===== src/rtl/pe_pkg.sv =====
// Shared FSM state type and index-width helper for the pe_iter bit iterator.
package pe_pkg;

    typedef enum logic {
        IDLE = 1'b0,
        EMIT = 1'b1
    } state_t;

    // A 1-bit index is still needed when WIDTH is 2 (or degenerate).
    function automatic int clog2_min1(input int n);
        return (n <= 2) ? 1 : $clog2(n);
    endfunction

endpackage


===== src/rtl/pe_n.sv =====
// Combinational priority encoder: idx is the highest set bit of vec, 0 when vec is empty.
module pe_n
    import pe_pkg::*;
#(
    parameter int WIDTH = 8,
    parameter int IDX_W = clog2_min1(WIDTH)
) (
    input  logic [WIDTH-1:0] vec,
    output logic [IDX_W-1:0] idx,
    output logic             any
);

    // Ascending scan: the last hit wins, so the highest index has priority.
    always_comb begin
        idx = '0;
        for (int i = 0; i < WIDTH; i++) begin
            if (vec[i]) idx = IDX_W'(i);
        end
    end

    assign any = |vec;

endmodule


===== src/rtl/pe_iter.sv =====
// Accepts a request vector and emits the index of every set bit, highest first, one beat per
// handshake. Define PE_ITER_CNT_EN to add the hit_cnt popcount output.
module pe_iter
    import pe_pkg::*;
#(
    parameter int WIDTH = 8,
    parameter int IDX_W = clog2_min1(WIDTH)
) (
    input  logic             clk,
    input  logic             rst,
    input  logic             in_valid,
    output logic             in_ready,
    input  logic [WIDTH-1:0] in_vec,
    output logic             out_valid,
    input  logic             out_ready,
    output logic [IDX_W-1:0] out_idx,
    output logic             out_last,
    output logic             out_none
`ifdef PE_ITER_CNT_EN
    ,
    output logic [IDX_W:0]   hit_cnt
`endif
);

    state_t           state_q, state_d;
    logic [WIDTH-1:0] rem_vec_q, rem_vec_d;
    logic             none_q, none_d;
    logic [IDX_W-1:0] enc_idx;
    logic             enc_any;
    logic             single;

    pe_n #(
        .WIDTH(WIDTH),
        .IDX_W(IDX_W)
    ) u_pe_n (
        .vec(rem_vec_q),
        .idx(enc_idx),
        .any(enc_any)
    );

    // Removing the lowest set bit leaves zero exactly when one bit remains.
    assign single = enc_any && ((rem_vec_q & (rem_vec_q - WIDTH'(1))) == '0);

    // NOTE: every always_comb output gets a default first so no path infers a latch.
    always_comb begin
        state_d   = state_q;
        rem_vec_d = rem_vec_q;
        none_d    = none_q;
        in_ready  = 1'b0;
        out_valid = 1'b0;
        out_last  = 1'b0;
        out_none  = 1'b0;
        out_idx   = enc_idx;
        case (state_q)
            IDLE: begin
                in_ready = 1'b1;
                if (in_valid) begin
                    rem_vec_d = in_vec;
                    none_d    = ~|in_vec;
                    state_d   = EMIT;
                end
            end
            EMIT: begin
                out_valid = 1'b1;
                out_none  = none_q;
                out_last  = none_q | single;
                if (out_ready) begin
                    rem_vec_d = rem_vec_q & ~(WIDTH'(1) << enc_idx);
                    if (out_last) state_d = IDLE;
                end
            end
            default: state_d = IDLE;
        endcase
    end

    // NOTE: non-blocking assignments so every flop samples pre-edge values.
    always_ff @(posedge clk) begin
        if (rst) begin
            state_q   <= IDLE;
            rem_vec_q <= '0;
            none_q    <= 1'b0;
        end else begin
            state_q   <= state_d;
            rem_vec_q <= rem_vec_d;
            none_q    <= none_d;
        end
    end

`ifdef PE_ITER_CNT_EN
    localparam int CNT_W = IDX_W + 1;

    logic [CNT_W-1:0] hit_cnt_q, hit_cnt_d;

    // Loaded only at acceptance, so the count is frozen for the whole emit phase.
    always_comb begin
        hit_cnt_d = hit_cnt_q;
        if (state_q == IDLE && in_valid) begin
            hit_cnt_d = '0;
            for (int i = 0; i < WIDTH; i++) begin
                hit_cnt_d = hit_cnt_d + CNT_W'(in_vec[i]);
            end
        end
    end

    always_ff @(posedge clk) begin
        if (rst) hit_cnt_q <= '0;
        else     hit_cnt_q <= hit_cnt_d;
    end

    assign hit_cnt = hit_cnt_q;
`endif

endmodule


===== config.mk =====
export PLATFORM = sky130hd
export DESIGN_NAME = pe_iter
export DESIGN_NICKNAME = d
export VERILOG_FILES = /design/src/rtl/pe_pkg.sv /design/src/rtl/pe_n.sv /design/src/rtl/pe_iter.sv
export SDC_FILE = /design/constraint.sdc
export NUM_CORES = 1
export LEC_CHECK = 0
export ABC_AREA = 0
export BUFFER_PORTS_ARGS = -buffer_cell sky130_fd_sc_hd__buf_2
export CORE_MARGIN = 8
export CORE_UTILIZATION = 34
export DETAILED_ROUTE_END_ITERATION = 16
export GPL_ROUTABILITY_DRIVEN = 0
export SYNTH_ARGS = -nofsm -noshare
export SYNTH_HDL_FRONTEND = slang
export SYNTH_SLANG_ARGS = --single-unit

===== constraint.sdc =====
create_clock -name clk -period 3.2 [get_ports clk]
set_input_delay 0.16 -clock clk [delete_from_list [all_inputs] [get_ports clk]]
set_output_delay 0.16 -clock clk [all_outputs]
set_load 0.05 [all_outputs]

* Yosys cells after proc, flatten, opt, wreduce, memory -nomap -nowiden
Cells that the tools add are included.
** Storage, ports and cells
- Register bits after elaboration :: 10
- Output and inout port bits :: 7
- Logic and storage cells :: 37
** Cells by class
- Add/subtract/negate cells :: 1
- Equality and inequality tests :: 2
- Shift-type cells :: 1
- Muxes and demuxes :: 18
- Bitwise operators :: 5
- Reductions and logical operators :: 7
** Operators by type and width (count)
- AND 8 bit :: 2
- 2-to-1 mux 8 bit :: 2
- case mux 8 bit (2 select lines) :: 1
- OR reduction 8 bit :: 2
- 2-to-1 mux 3 bit :: 4
- logical NOT 8 bit :: 1
- 2-to-1 mux 1 bit :: 8
- NOT 8 bit :: 1
- << shifter 1 x 3 -> 8 bit (first input constant) :: 1
- subtractor 8 x 1 -> 8 bit (second input constant) :: 1
- 2-to-1 mux 2 bit :: 2
- != test 2 bit (second input constant) :: 2
- AND reduction 2 bit :: 2
- case mux 1 bit (2 select lines) :: 1
- logical AND 1 bit :: 1
- logical NOT 1 bit :: 1
- NOT 1 bit :: 1
- bitwise OR 1 bit :: 1

* Longest topological paths before layout
- Depth in word-level cells :: 12
- Mapped depth :: 4

* Cells and area by module
From an unflattened synthesis, not the netlist that was laid out.
** Unflattened totals
- Cell total of the unflattened synthesis :: 78
- Area total of the unflattened synthesis :: 584.3 µm²
** By module, submodules not included
- pe_iter :: instances 1, cells an instance 66, area an instance 518.0 µm²
- pe_n :: instances 1, cells an instance 12, area an instance 66.3 µm²

* Worst setup path after synthesis
No wires, ideal clock.
- Kind :: register to output
- From :: register state_q
- To :: output port out_last
- Data arrival time :: 1.901 ns
- Data required time :: 3.040 ns
- Path slack :: 1.139 ns
- Cell stages (with the launch flop) :: 3
- Path buffers :: 0
- Cell sequence :: dfxtp_1 -> inv_1 -> a221oi_2
** Between the ends
- Longest elaborated chain between the ends :: 1
** RTL lines
- from (decl) :: line pe_iter.sv:25 : state_t state_q, state_d;
- from (signal assigned) :: line pe_iter.sv:83 : state_q <= state_d;
- 2-to-1 mux 1 bit :: line pe_iter.sv:54 : case (state_q)
- to (decl) :: line pe_iter.sv:17 : output logic out_last,
No other way between the ends.

* Final worst setup path
- From :: register rem_vec_q[3]
- To :: output port out_last
** Between the ends
- Longest elaborated chain between the ends :: 6
- Elaborated cells on any way between the ends :: 7
- Classes of those cells :: 1 x add/sub; 1 x mux; 2 x bitwise; 3 x reduce/logical
** RTL lines
- from (decl) :: line pe_iter.sv:26 : logic [WIDTH-1:0] rem_vec_q, rem_vec_d;
- from (signal assigned) :: line pe_iter.sv:84 : rem_vec_q <= rem_vec_d;
- subtractor 8 x 1 -> 8 bit :: line pe_iter.sv:42 : assign single = enc_any && ((rem_vec_q & (rem_vec_q - WIDTH'(1))) == '0);
- AND 8 bit :: line pe_iter.sv:42
- logical NOT 8 bit :: line pe_iter.sv:42
- logical AND 1 bit (*) :: line pe_iter.sv:42
- bitwise OR 1 bit (*) :: line pe_iter.sv:66 : out_last = none_q | single;
- 2-to-1 mux 1 bit (*) :: line pe_iter.sv:54
Mark *: on every way between the ends. The rest lies on a longest branch, timed or not.

==> flow_metrics.tcl <==
set metrics [dict create \
    cts_setup_buffers 0 \
    critPathSlowestCell "or4_1" \
    status "complete, no violations" \
    fin_area_sq_um 800 \
    gr-total-overflow 0 \
    cts_tree "yes" \
    hold_viol_final 0 \
    detail_route.wl_per_cell_um 13.4 \
    multi_input_area_sq_um 430 \
    drtPass1Iterations 4 \
    clockBufferDepth 2 \
    port_buffers 18 \
    via_per_inst 5.39 \
    synthDistinctLibCells 33 \
    switching_power_uw 244 \
    swShare_pct 48.5 \
    synth.largest_area_cell "dfxtp_1" \
    crit_fanout 8 \
    drive_gt1_share_pct 24.3 \
    netlist.area_leader.share_pct 30.3 \
    drv_cap 0 \
    rsz0062_at_grt "false" \
    fin_crit_sh_pct 65.5 \
    worstPathArrival_ns 1.94 \
    setup_tns_ns 0 \
    synth.area.top_cells "dfxtp_1 30%, a21oi_1 8.3%, nand3b_1 5.7%" \
    powerDensity_nw_per_um2 630 \
    relSlewSlack_pct 51.3 \
    grt_max_degree 15 \
    n_fill_cell 202 \
    crit_required_ns 3.04 \
    dpl.hpwl_mm 1.41 \
    slew_violations 0 \
    place_ws_ns 1.40 \
    final_core_util_pct 42.0 \
    die_area_sq_um 3610 \
    numCtsBuffers 3 \
    path_class "flip-flop to output port" \
    syn_inst 88 \
    clock_latency_ns 0.27 \
    seq_power_share_pct 32.7 \
    drt-total-wl_mm 1.80 \
    cts_max_level 1 \
    grt_use_total_pct 10.4 \
    tightest_slew_ns 0.730 \
    clk_pin_slew_ns 0.06 \
    worstPathCellList "or4_1 > nor3_2 > nor2b_1 > a221oi_2 > buf_2" \
    ys_seq_area_share_pct 30.3 \
    layout.nets 121 \
    dr_total_vias 722 \
    grt_pass1_wl_mm 2.83 \
    dpl_cell_area_sq_um 777 \
    ios 19 \
    root_buffer "clkbuf_4" \
    final_cell_mix "18 x buf_2, 11 x a21oi_1, 10 x dfxtp_1" \
    worst_slack_ns 1.10 \
    post_cts_resized 0 \
    crit_path_start_kind "flip-flop" \
    core_area_sq_um 1900 \
    final_common_cell "buf_2" \
    p_total_uw 504 \
    slowest_delay_ns 0.56 \
    syn-cell-area_sq_um 661 \
    first_global_vias 681 \
    hold_class "input pin to flip-flop" \
    drtIter0Drc 19 \
    antenna_cells 0 \
    worst_setup_path_end_kind "output port" \
    yosysWarnings 0 \
    die_h_um 60.1 \
    clock_sinks 10 \
    initial_core_util_pct 34.7 \
    p_leak_nw 0.312 \
    pwr-share-clk_pct 17.3 \
    die-width_um 60.1 \
    regArea_sq_um 200 \
    post-route-min-period_ns 2.10 \
    ant_nets 0 \
    syn_area_per_cell_sq_um 7.51 \
    areaGrowthSynthToFinish_pct 21.0 \
    ir_drop_mv 0.181 \
    clock_skew_ns 0.00220 \
    p_comb_share_pct 50.0 \
    finalSetupViolations 0 \
    ctsHoldBuffers 0 \
    max_freq_mhz 477 \
    synth_fp_nets 100 \
    ys_seq_elements 10 \
    fp-row-count 16 \
    intPower_uw 259 \
    antenna_found_initial 0 \
    drc 0 \
]
synthesized netlist by cell type:
cell / count
nor4_1: 2
a31oi_1: 1
nor3_2: 1
o21ba_2: 1
o31ai_1: 1
a21oi_1: 11
nand3b_1: 5
nand4b_1: 1
nand2_1: 9
nand4_1: 1
clkbuf_1: 2
and2_1: 1
nor4bb_1: 1
or4_1: 1
nand3_1: 3
a211o_1: 1
dfxtp_1: 10
inv_1: 6
a221oi_2: 1
nor4_4: 1
o41ai_1: 1
o311ai_1: 1
nor2b_1: 3
or3_1: 1
o31a_1: 1
nor3_1: 2
nor2_1: 8
a2111oi_0: 1
o21bai_1: 1
o211ai_1: 1
o21ai_0: 6
a22oi_1: 1
or2_2: 1
per-stage QoR:
| step | instances | hold slack, ns |
|---|---|---|
| detailed placement | 131 | 0.422 |
| global placement | 131 | 0.415 |
| CTS | 134 | 0.140 |
| finish | 134 | 0.145 |
| floorplan | 88 | 0.296 |
| global route | 134 | 0.143 |
path summary, 6_finish.rpt:
kind | start | to | slack (ns) | cells after the start
worst max-delay path | rem_vec_q[3] | out_last | 1.10 | 5
worst min-delay path | in_vec[3] | rem_vec_q[3] | 0.15 | 3
worst max register to register | rem_vec_q[7] | rem_vec_q[1] | 1.64 | 4
worst min register to register | none_q | none_q | 0.51 | 2
power groups by stage:
| stage | logic (mW) | clock network (mW) | registers, mW |
|---|---|---|---|
| floorplan | 0.183 | 0 | 0.177 |
| global placement | 0.251 | 0 | 0.167 |
| detailed placement | 0.251 | 0 | 0.167 |
| CTS | 0.252 | 0.0899 | 0.164 |
| global route | 0.269 | 0.0980 | 0.168 |
| finish | 0.252 | 0.0870 | 0.165 |
worst max-delay path, delay by kind of cell, from the launching register on:
family / cells / cell delay, ns
DFF: 1 / 0.37
AOI/OAI and AO/OA: 1 / 0.23
buffers and inverters: 1 / 0.29
and+or+nand+nor: 3 / 0.78
final cells by class:
type                       instances  area share, %
timing repair buffer              18           11.3
clock buffer                       3           2.82
multi-input combinational         70           53.8
inverter                           6           2.82
sequential                        10           25.0
tap                               27           4.23
kinds of logic (layout without fill, tap and decap cells):
| family | count (synthesis) | count (layout) | synth area share, % |
|---|---|---|---|
| AOI/OAI and AO/OA | 29 | 29 | 28.8 |
| buffers and inverters | 8 | 27 | 4.55 |
| DFF | 10 | 10 | 30.3 |
| and+or+nand+nor | 41 | 41 | 36.4 |
layer usage:
metal | part of all wire, % | track usage, %
met2 | 46 | 16.2
met3 | 4.0 | 2.15
met1 | 47 | 11.8
met5 | 0 | 0
met4 | 2.8 | 9.18
registers in the layout, indices dropped and copies added, names as in the netlist:
signal / count
rem_vec_q: 8
none_q: 1
state_q: 1
No activity file was read; power rests on OpenSTA's default activity.
